[config.mk]
export PLATFORM = sky130hd
export DESIGN_NAME = snap_capture_ctrl
export DESIGN_NICKNAME = d
export VERILOG_FILES = /design/src/rtl/snap_capture_pkg.sv /design/src/rtl/snap_edge_det.sv /design/src/rtl/snap_capture_ctrl.sv
export SDC_FILE = /design/constraint.sdc
export NUM_CORES = 1
export LEC_CHECK = 0
export ABC_AREA = 1
export CAP_MARGIN = 20
export CORE_ASPECT_RATIO = 1.75
export CORE_MARGIN = 1
export CORE_UTILIZATION = 51
export DETAILED_ROUTE_END_ITERATION = 8
export HOLD_SLACK_MARGIN = 0.1
export PLACE_DENSITY_LB_ADDON = 0.3
export SLEW_MARGIN = 20
export SYNTH_ARGS = -nofsm -noshare
export SYNTH_HDL_FRONTEND = slang
export SYNTH_SLANG_ARGS = --single-unit
[constraint.sdc]
create_clock -name user_clk -period 2.59 [get_ports user_clk]
set_input_delay 0.6475 -clock user_clk [delete_from_list [all_inputs] [get_ports user_clk]]
set_output_delay 0.6475 -clock user_clk [all_outputs]
set_load 0.02 [all_outputs]
[src/rtl/snap_capture_pkg.sv]
// -----------------------------------------------------------------------------
// snap_capture_pkg
// Shared definitions for the snapshot capture controller.
//   state_t      : controller state encoding
//   *_BIT/*_LSB  : field positions inside the 32-bit software control word
//   WRAP_BIT     : position of the wrapped flag in the readback status word
// -----------------------------------------------------------------------------
package snap_capture_pkg;

    typedef enum logic [2:0] {
        IDLE    = 3'd0,
        ARMED   = 3'd1,
        DELAY   = 3'd2,
        CAPTURE = 3'd3,
        DONE    = 3'd4
    } state_t;

    // Control word fields
    localparam int ARM_BIT      = 0;
    localparam int TRIG_EN_BIT  = 1;
    localparam int VALID_EN_BIT = 2;
    localparam int CIRC_BIT     = 3;
    localparam int STOP_BIT     = 4;
    localparam int DLY_LSB      = 16;

    // Status word fields
    localparam int WRAP_BIT     = 31;

endpackage

[src/rtl/snap_edge_det.sv]
// -----------------------------------------------------------------------------
// snap_edge_det
// Registered rising-edge detector. o_rise is high in the cycle where i_d is
// high and was low on the previous clock edge.
// Ports:
//   i_clk  : clock
//   i_rst  : asynchronous active-high reset (history cleared to 0)
//   i_d    : level input, synchronous to i_clk
//   o_rise : rising-edge indication (combinational from i_d and history)
// -----------------------------------------------------------------------------
module snap_edge_det (
    input  logic i_clk,
    input  logic i_rst,
    input  logic i_d,
    output logic o_rise
);

    logic r_d_q;

    always_ff @(posedge i_clk or posedge i_rst) begin
        if (i_rst) begin
            r_d_q <= 1'b0;
        end else begin
            r_d_q <= i_d;
        end
    end

    assign o_rise = i_d & ~r_d_q;

endmodule

[src/rtl/snap_capture_ctrl.sv]
// -----------------------------------------------------------------------------
// snap_capture_ctrl
// Sequences one snapshot BRAM capture from a software control word:
// arm (rising edge) -> wait for trigger -> optional post-trigger delay ->
// write address/enable into the snap BRAM -> report done/status.
//
// Optional build macro: SNAP_CAPTURE_TS_EN adds a free-running cycle counter
// and the trig_ts output, latched when the trigger is accepted.
//
// Ports:
//   user_clk   : single clock for all logic
//   user_rst   : asynchronous active-high reset
//   ctrl_word  : [0] arm, [1] trig_en, [2] valid_en, [3] circ, [4] stop,
//                [31:16] post-trigger delay
//   trig       : trigger level, sampled every cycle in ARMED
//   din_valid  : datapath sample valid (qualifies writes when valid_en=1)
//   bram_addr  : BRAM write address
//   bram_we    : BRAM write enable (aligned with bram_addr)
//   busy       : high in ARMED, DELAY and CAPTURE
//   done       : capture complete
//   status     : [ADDR_W:0] word count / next address, [31] wrapped flag
//   trig_ts    : (SNAP_CAPTURE_TS_EN only) cycle count at trigger acceptance
// -----------------------------------------------------------------------------
module snap_capture_ctrl
    import snap_capture_pkg::*;
#(
    parameter int ADDR_W = 10,
    parameter int DLY_W  = 16
) (
    input  logic              user_clk,
    input  logic              user_rst,
    input  logic [31:0]       ctrl_word,
    input  logic              trig,
    input  logic              din_valid,
    output logic [ADDR_W-1:0] bram_addr,
    output logic              bram_we,
    output logic              busy,
    output logic              done,
    output logic [31:0]       status
`ifdef SNAP_CAPTURE_TS_EN
    ,
    output logic [31:0]       trig_ts
`endif
);

    state_t            r_state, w_state_next;
    logic [ADDR_W-1:0] r_addr, w_addr_next;
    logic              r_we, w_we_next;
    logic [31:0]       r_status, w_status_next;
    logic              r_wrapped, w_wrapped_next;
    logic [DLY_W-1:0]  r_dly, w_dly_next;

    logic              w_arm_re;
    logic              w_arm_accept;
    logic              w_q;
    logic              w_last;
    logic              w_wrap_now;
    logic [ADDR_W:0]   w_cnt;
    logic [31:0]       w_cap_status;
    logic              w_unused;

    snap_edge_det u_arm_edge (
        .i_clk  (user_clk),
        .i_rst  (user_rst),
        .i_d    (ctrl_word[ARM_BIT]),
        .o_rise (w_arm_re)
    );

    assign w_q    = ctrl_word[VALID_EN_BIT] ? din_valid : 1'b1;
    assign w_last = (r_addr == {ADDR_W{1'b1}});

    // r_addr counts completed writes; the write currently presented
    // (r_we=1) completes at the coming edge, so it is included here.
    assign w_cnt      = {1'b0, r_addr} + {{ADDR_W{1'b0}}, r_we};
    assign w_wrap_now = r_wrapped | (r_we & w_last);

    assign w_arm_accept = w_arm_re && ((r_state == IDLE) || (r_state == DONE));

    assign w_unused = ^ctrl_word[DLY_LSB-1:STOP_BIT+1];

    always_comb begin
        w_cap_status = '0;
        if (ctrl_word[CIRC_BIT]) begin
            w_cap_status[ADDR_W-1:0] = w_cnt[ADDR_W-1:0];
            w_cap_status[WRAP_BIT]   = w_wrap_now;
        end else begin
            w_cap_status[ADDR_W:0]   = w_cnt;
        end
    end

    always_ff @(posedge user_clk or posedge user_rst) begin
        if (user_rst) begin
            r_state   <= IDLE;
            r_addr    <= '0;
            r_we      <= 1'b0;
            r_status  <= '0;
            r_wrapped <= 1'b0;
            r_dly     <= '0;
        end else begin
            r_state   <= w_state_next;
            r_addr    <= w_addr_next;
            r_we      <= w_we_next;
            r_status  <= w_status_next;
            r_wrapped <= w_wrapped_next;
            r_dly     <= w_dly_next;
        end
    end

    always_comb begin
        w_state_next   = r_state;
        w_addr_next    = r_addr;
        w_we_next      = 1'b0;
        w_status_next  = r_status;
        w_wrapped_next = r_wrapped;
        w_dly_next     = r_dly;

        case (r_state)
            IDLE, DONE: begin
                // DONE re-arms in one step, clearing results on the way
                if (w_arm_re) begin
                    w_state_next   = ARMED;
                    w_addr_next    = '0;
                    w_status_next  = '0;
                    w_wrapped_next = 1'b0;
                end
            end

            ARMED: begin
                if (ctrl_word[STOP_BIT]) begin
                    w_state_next  = DONE;
                    w_status_next = '0;
                end else if (!ctrl_word[TRIG_EN_BIT] || trig) begin
                    w_state_next = DELAY;
                    w_dly_next   = ctrl_word[DLY_LSB +: DLY_W];
                end
            end

            DELAY: begin
                if (ctrl_word[STOP_BIT]) begin
                    w_state_next  = DONE;
                    w_status_next = '0;
                end else if (r_dly == '0) begin
                    // The final delay cycle doubles as the first capture
                    // slot so trigger-to-write latency is 2 + delay.
                    w_state_next = CAPTURE;
                    w_we_next    = w_q;
                end else if (w_q) begin
                    w_dly_next = r_dly - DLY_W'(1);
                end
            end

            CAPTURE: begin
                if (ctrl_word[STOP_BIT]) begin
                    w_state_next   = DONE;
                    w_status_next  = w_cap_status;
                    w_wrapped_next = w_wrap_now;
                end else if (r_we && w_last && !ctrl_word[CIRC_BIT]) begin
                    w_state_next  = DONE;
                    w_status_next = w_cap_status;
                end else begin
                    w_we_next = w_q;
                    if (r_we) begin
                        w_addr_next = r_addr + ADDR_W'(1);
                        if (w_last) begin
                            w_wrapped_next = 1'b1;
                        end
                    end
                end
            end

            default: begin
                w_state_next = IDLE;
            end
        endcase
    end

    assign bram_addr = r_addr;
    assign bram_we   = r_we;
    assign busy      = (r_state != IDLE) && (r_state != DONE);
    assign done      = (r_state == DONE);
    assign status    = r_status;

`ifdef SNAP_CAPTURE_TS_EN
    logic [31:0] r_ts_cnt;
    logic [31:0] r_trig_ts;
    logic        w_ts_latch;

    assign w_ts_latch = (r_state == ARMED) && (w_state_next == DELAY);

    always_ff @(posedge user_clk or posedge user_rst) begin
        if (user_rst) begin
            r_ts_cnt  <= '0;
            r_trig_ts <= '0;
        end else begin
            r_ts_cnt <= r_ts_cnt + 32'd1;
            if (w_arm_accept) begin
                r_trig_ts <= '0;
            end else if (w_ts_latch) begin
                r_trig_ts <= r_ts_cnt;
            end
        end
    end

    assign trig_ts = r_trig_ts;
`else
    logic w_unused_accept;
    assign w_unused_accept = w_arm_accept;
`endif

endmodule

# ---- Word level (Yosys, flattened, before mapping)
# Cells that the tools add are included.
# W data, S select, Z words.
dict set report word_totals {
  register_bits 64
  input_bits 36
}
dict set report op_classes {
  add_sub_neg 3
  eq_ne 22
  mux 38
  bitwise 4
  reduce_logical 19
}
# op n
set op_table {}
lappend op_table {{$mux W32} 4}
lappend op_table {{$pmux W32 S3} 1}
lappend op_table {{$mux W16} 5}
lappend op_table {{$mux W10} 4}
lappend op_table {{$pmux W16 S2} 1}
lappend op_table {{$mux W3} 7}
lappend op_table {{$ne A3 B3 Y1 const B} 7}
lappend op_table {{$pmux W10 S2} 1}
lappend op_table {{$logic_not A16 Y1} 1}
lappend op_table {{$ne A2 B2 Y1 const B} 8}
lappend op_table {{$sub A16 B1 Y16 const B} 1}
lappend op_table {{$mux W1} 12}
lappend op_table {{$pmux W3 S4} 1}
lappend op_table {{$add A10 B1 Y11} 1}
lappend op_table {{$add A10 B1 Y10 const B} 1}
lappend op_table {{$eq A10 B10 Y1 const B} 1}
lappend op_table {{$reduce_and A5 Y1} 2}
lappend op_table {{$reduce_and A4 Y1} 2}
lappend op_table {{$eq A3 B2 Y1 const B} 2}
lappend op_table {{$reduce_and A6 Y1} 1}
lappend op_table {{$reduce_bool A3 Y1} 2}
lappend op_table {{$ne A2 B1 Y1 const B} 2}
lappend op_table {{$pmux W1 S2} 2}
lappend op_table {{$reduce_bool A2 Y1} 2}
lappend op_table {{other kinds (10)} 15}

# ---- Logic depth before layout (Yosys ltp)
dict set report depth {
  word_depth 7
  depth_mapped 11
  ltp_nobuf 11
}

# ---- Cells and area by module
# From an unflattened synthesis, not the netlist that was laid out.
dict set report unflattened {
  hier_cells 474
  area_unflattened_um2 3223.1
}
# mod instances cells_each area_each_um2 seq_area_each_um2
set modules_own_cells {}
lappend modules_own_cells {snap_capture_ctrl 1 470 3184.3 1076.0}
lappend modules_own_cells {snap_edge_det 1 4 38.8 25.0}

# ---- Worst setup path before layout
# No wires, ideal clock.
dict set report synth_timing {
  path_type {flip-flop to output port}
  from {register r_state[0]}
  to {output done}
  t_arrival_ns 1.063
  required_ns 1.942
  path_slack_ns 0.879
  stages_incl_launch_ff 4
  path_buffers 0
  cell_sequence {dfrtp_1 nor2_1 inv_1 nor2_1}
}
dict set report synth_between {
  elab_chain_cells 1
}
# element line
set synth_lines {}
lappend synth_lines {{start, declared} snap_capture_ctrl.sv:46} ;# state_t r_state, w_state_next;
lappend synth_lines {{start signal, assigned} snap_capture_ctrl.sv:100} ;# r_state <= w_state_next;
lappend synth_lines {{$eq A3 B3 Y1} snap_capture_ctrl.sv:180} ;# assign done = (r_state == DONE);
lappend synth_lines {{end, declared} snap_capture_ctrl.sv:38} ;# output logic done,
# No other way between the ends.

# ---- Final worst setup path
# Same ends and word-level chain as after synthesis.

==> implementation parameters <==
Parameter                              Value

Status
  Result of the run    complete, no violations

Timing
  Unrepaired setup endpoints after global routing    false
  Max transition margin    between 50% and 60%
  Clock period minus final worst setup slack    2.426 ns
  Highest clock rate    412.1 MHz
  Slew at the pin with the worst max-slew slack    between 0.6 and 0.7 ns
  Post-route setup slack    approximately 0.16 ns
  Number of setup violations in the final report    0
  Tcrit/Tclk final    between 90% and 100%
  Fin Clk Skew    about 0.0096 ns
  Final TNS setup    0 ns
  Number of slew-limit violations in the final report    0
  Number of endpoints with negative hold slack in the final report    0

Route
  Average wire length per cell after detail routing    around 12 um
  Remaining design rule violation count    0
  Total wirelength of the detailed-routed design    roughly 7500 um
  Drt first-iter violations    128
  Routed vias    ~3,000
  Final antenna-violating net count    0
  First-pass DRT Iterations    4
  Vias per Instance    about 5.0

Worst setup path
  Req. time, crit path    1.94 ns
  RR Endpoint    status[6]$_DFFE_PP0P_
  Kind of end point of the critical path    output pin
  Logic depth of the worst register-to-register path    9
  CP arrival    approximately 1.8 ns
  Type of origin of the critical path    register
  FF-to-FF setup slack    0.51 ns
  Critical path launch point    r_state[0]$_DFFE_PP0P_
  Critical-path maximum fanout    5
  Worst setup path endpoint    done
  Worst Path Class, Setup    register to output pin
  Crit Reg-Reg Startpoint    bram_addr[1]$_DFFE_PP0P_

Floorplan
  Total I/O pin count    81
  Row count    37
  Starting utilization of the core area    52.95%
  Chip height    between 100 and 150 um
  Overall die area    around 6400 um^2
  Width of the die    between 60 and 70 um
  Core ar.    5879 um^2

Clocking
  Count of H-tree levels built during CTS    2
  Number of setup buffers added after CTS    0
  CTS Hold Bufs    0
  Buffer type at the clock tree root    clkbuf_8
  Clock transition at the registers of the reported paths    approximately 0.08 ns
  TritonCTS clock tree    done
  Post-CTS sizing    0
  Number of buffers between clock root and the deepest sink    2
  Worst-skew pair later-pin latency    between 0.3 and 0.4 ns
  Number of buffers created by CTS    5
  Total number of clock tree sinks    44

Synthesis
  Cell type with the largest total area after synthesis    dfrtp_1
  Synthesized-area fraction occupied by ao, oa, aoi and oai cells    roughly 7.7%
  Fraction of the mapped netlist area in simple logic gates    41.32%
  Syn Inst Count    roughly 470
  Post-Synthesis Mean Instance Area    approximately 6.6 um^2
  Post-synthesis share of cell area spent on xor and xnor gates    between 1.5 and 2%
  Number of distinct library cells after synthesis    31
  Post-synth design cell area    ~3100 um^2
  Synthesis warning total    0
  Number of storage elements in the synthesis netlist    44
  Cells taking the most area after synthesis    dfrtp_1, nand2_1, nor2_1, buf_4, nand3_1
  Seq/Total Area, Yosys    between 30 and 40%
  Synthesized-area fraction occupied by adder cells    approximately 1.6%
  Proportion of netlist area held by the largest area contributor    between 30% and 40%
  Dominant combinational cell family by area after synthesis    simple AND/OR/NAND/NOR gates
  Fraction of synthesized area in multiplexers    0%

Global routing
  Via count of the first global-routing pass    2,909
  First-pass GRT wire length    about 12,000 um
  Largest net degree at the start of global routing    24
  Overall track demand over capacity in global routing    about 25%
  Global-route congestion overflow total    0
  Initial antenna violation count    0

Final layout
  Post-layout utilization of the core    around 63%
  Area grow syn2layout    19.45%
  Post-route non-filler standard cell count    600
  Most common cell after layout, fill and taps aside    nand2_1
  Net count reported at finish    between 500 and 600
  Commonest non-fill, non-tap cells in the layout    nand2_1, nor2_1, clkdlybuf4s50_1
  Proportion of layout cells with a drive suffix above 1    between 8 and 9%
  Fill cell count    roughly 570
  Final instance area    approximately 3700 um^2
  Diode count    0

Placed design
  Placed Cells incl. Taps    592
  Post-placement cell area    3611 um^2
  Number of input and output port buffers inserted    49
  Final RePlAce weighted congestion    around 0.89
  DP HPWL    5573 um
  Minimum setup slack after placement    slightly below 0.3 ns

Power
  Static power due to leakage    0.001863 uW
  Max VDD drop    between 800 and 900 uV
  Power density cells    808.4 nW/um^2

Flow run
  Max capacitance violation total    0

Min path
  HP Class    register to register
==> sequential cells by signal, summed over array words and instances, names as in the netlist <==
| signal | flops |
|---|---|
| r_state | 3 |
| status | 12 |
| bram_we | 1 |
| bram_addr | 10 |
| r_dly | 16 |
| r_wrapped | 1 |
| u_arm_edge.r_d_q | 1 |
==> metrics by stage <==
step | hold slack, ns | power [uW]
after global placement | 0.4670 | 2447
after global routing | 0.5127 | 3270
after detailed placement | 0.4724 | 2491
after CTS | 0.4903 | 3032
after floorplan | 0.4530 | 2185
final | 0.4866 | 3006
==> how the worst min path moves through the flow <==
stage | start | end | slack [ns] | depth (start not counted)
6_report | status[2]$_DFFE_PP0P_ | status[2]$_DFFE_PP0P_ | 0.49 | 2
5_1_grt | status[4]$_DFFE_PP0P_ | status[4]$_DFFE_PP0P_ | 0.51 | 2
3_5_place_dp | status[1]$_DFFE_PP0P_ | status[1]$_DFFE_PP0P_ | 0.47 | 2
3_3_place_gp | status[3]$_DFFE_PP0P_ | status[3]$_DFFE_PP0P_ | 0.47 | 2
4_1_cts | status[2]$_DFFE_PP0P_ | status[2]$_DFFE_PP0P_ | 0.49 | 2
2_1_floorplan | r_wrapped$_DFFE_PP0P_ | r_wrapped$_DFFE_PP0P_ | 0.45 | 2
==> power by group <==
part	total (uW)	leakage, uW	switching (uW)	internal (uW)
combinational	1450	0.00122	977	471
clock	527	0.0000552	241	286
sequential	1030	0.000584	186	844
==> critical path, stage by stage (launching register included) <==
cell,delay (ns)
dfrtp_1,0.44
nor2_1,0.23
inv_1,0.11
nor2_1,0.09
clkdlybuf4s50_1,0.61
==> per-layer routing <==
| layer | vias up | wire (um) | track usage, % |
|---|---|---|---|
| li1 | 1535 | - | - |
| met1 | 1373 | 2845 | 25.06 |
| met2 | 65 | 4116 | 46.20 |
| met3 | 20 | 251 | 4.294 |
| met4 | 0 | 237 | 12.82 |
| met5 | - | 0 | 0 |
==> cells by family after synthesis <==
group           count (synthesis)
simple gates                  304
xor+xnor                        6
flops                          44
buf+inv                        74
other cells                     1
compound gates                 38
fa+ha+maj                       4
==> Yosys cell counts <==
cell type    n
buf_6        2
nor3b_1      1
or2_2        5
nand3b_1     2
xnor2_1      2
nor2_4       3
nor3_1       3
o21ai_2     12
conb_1       1
dfrtp_1     44
nand4_2      1
nand3_2      2
o21ai_0     15
xor2_1       4
a21oi_1      8
nor2_2       2
buf_2        4
o21ai_1      1
a31oi_1      1
nand2_2      1
buf_4       22
nand4_1      7
nand2_1    192
ha_1         4
o31ai_1      1
nand2_4      1
nand3_1     33
inv_2        6
inv_1       37
nor2_1      51
clkbuf_1     3
==> cell type report <==
class	instances	area [um^2]	share of cell area [%]
timing repair buffer	55	548.0	14.74
clock inverter	2	35.03	0.9421
inverter	43	161.4	4.341
multi-input combinational	372	1703	45.79
clock buffer	6	72.57	1.952
tap	78	97.59	2.624
sequential	44	1101	29.61
No activity file was read; power rests on OpenSTA's default activity.
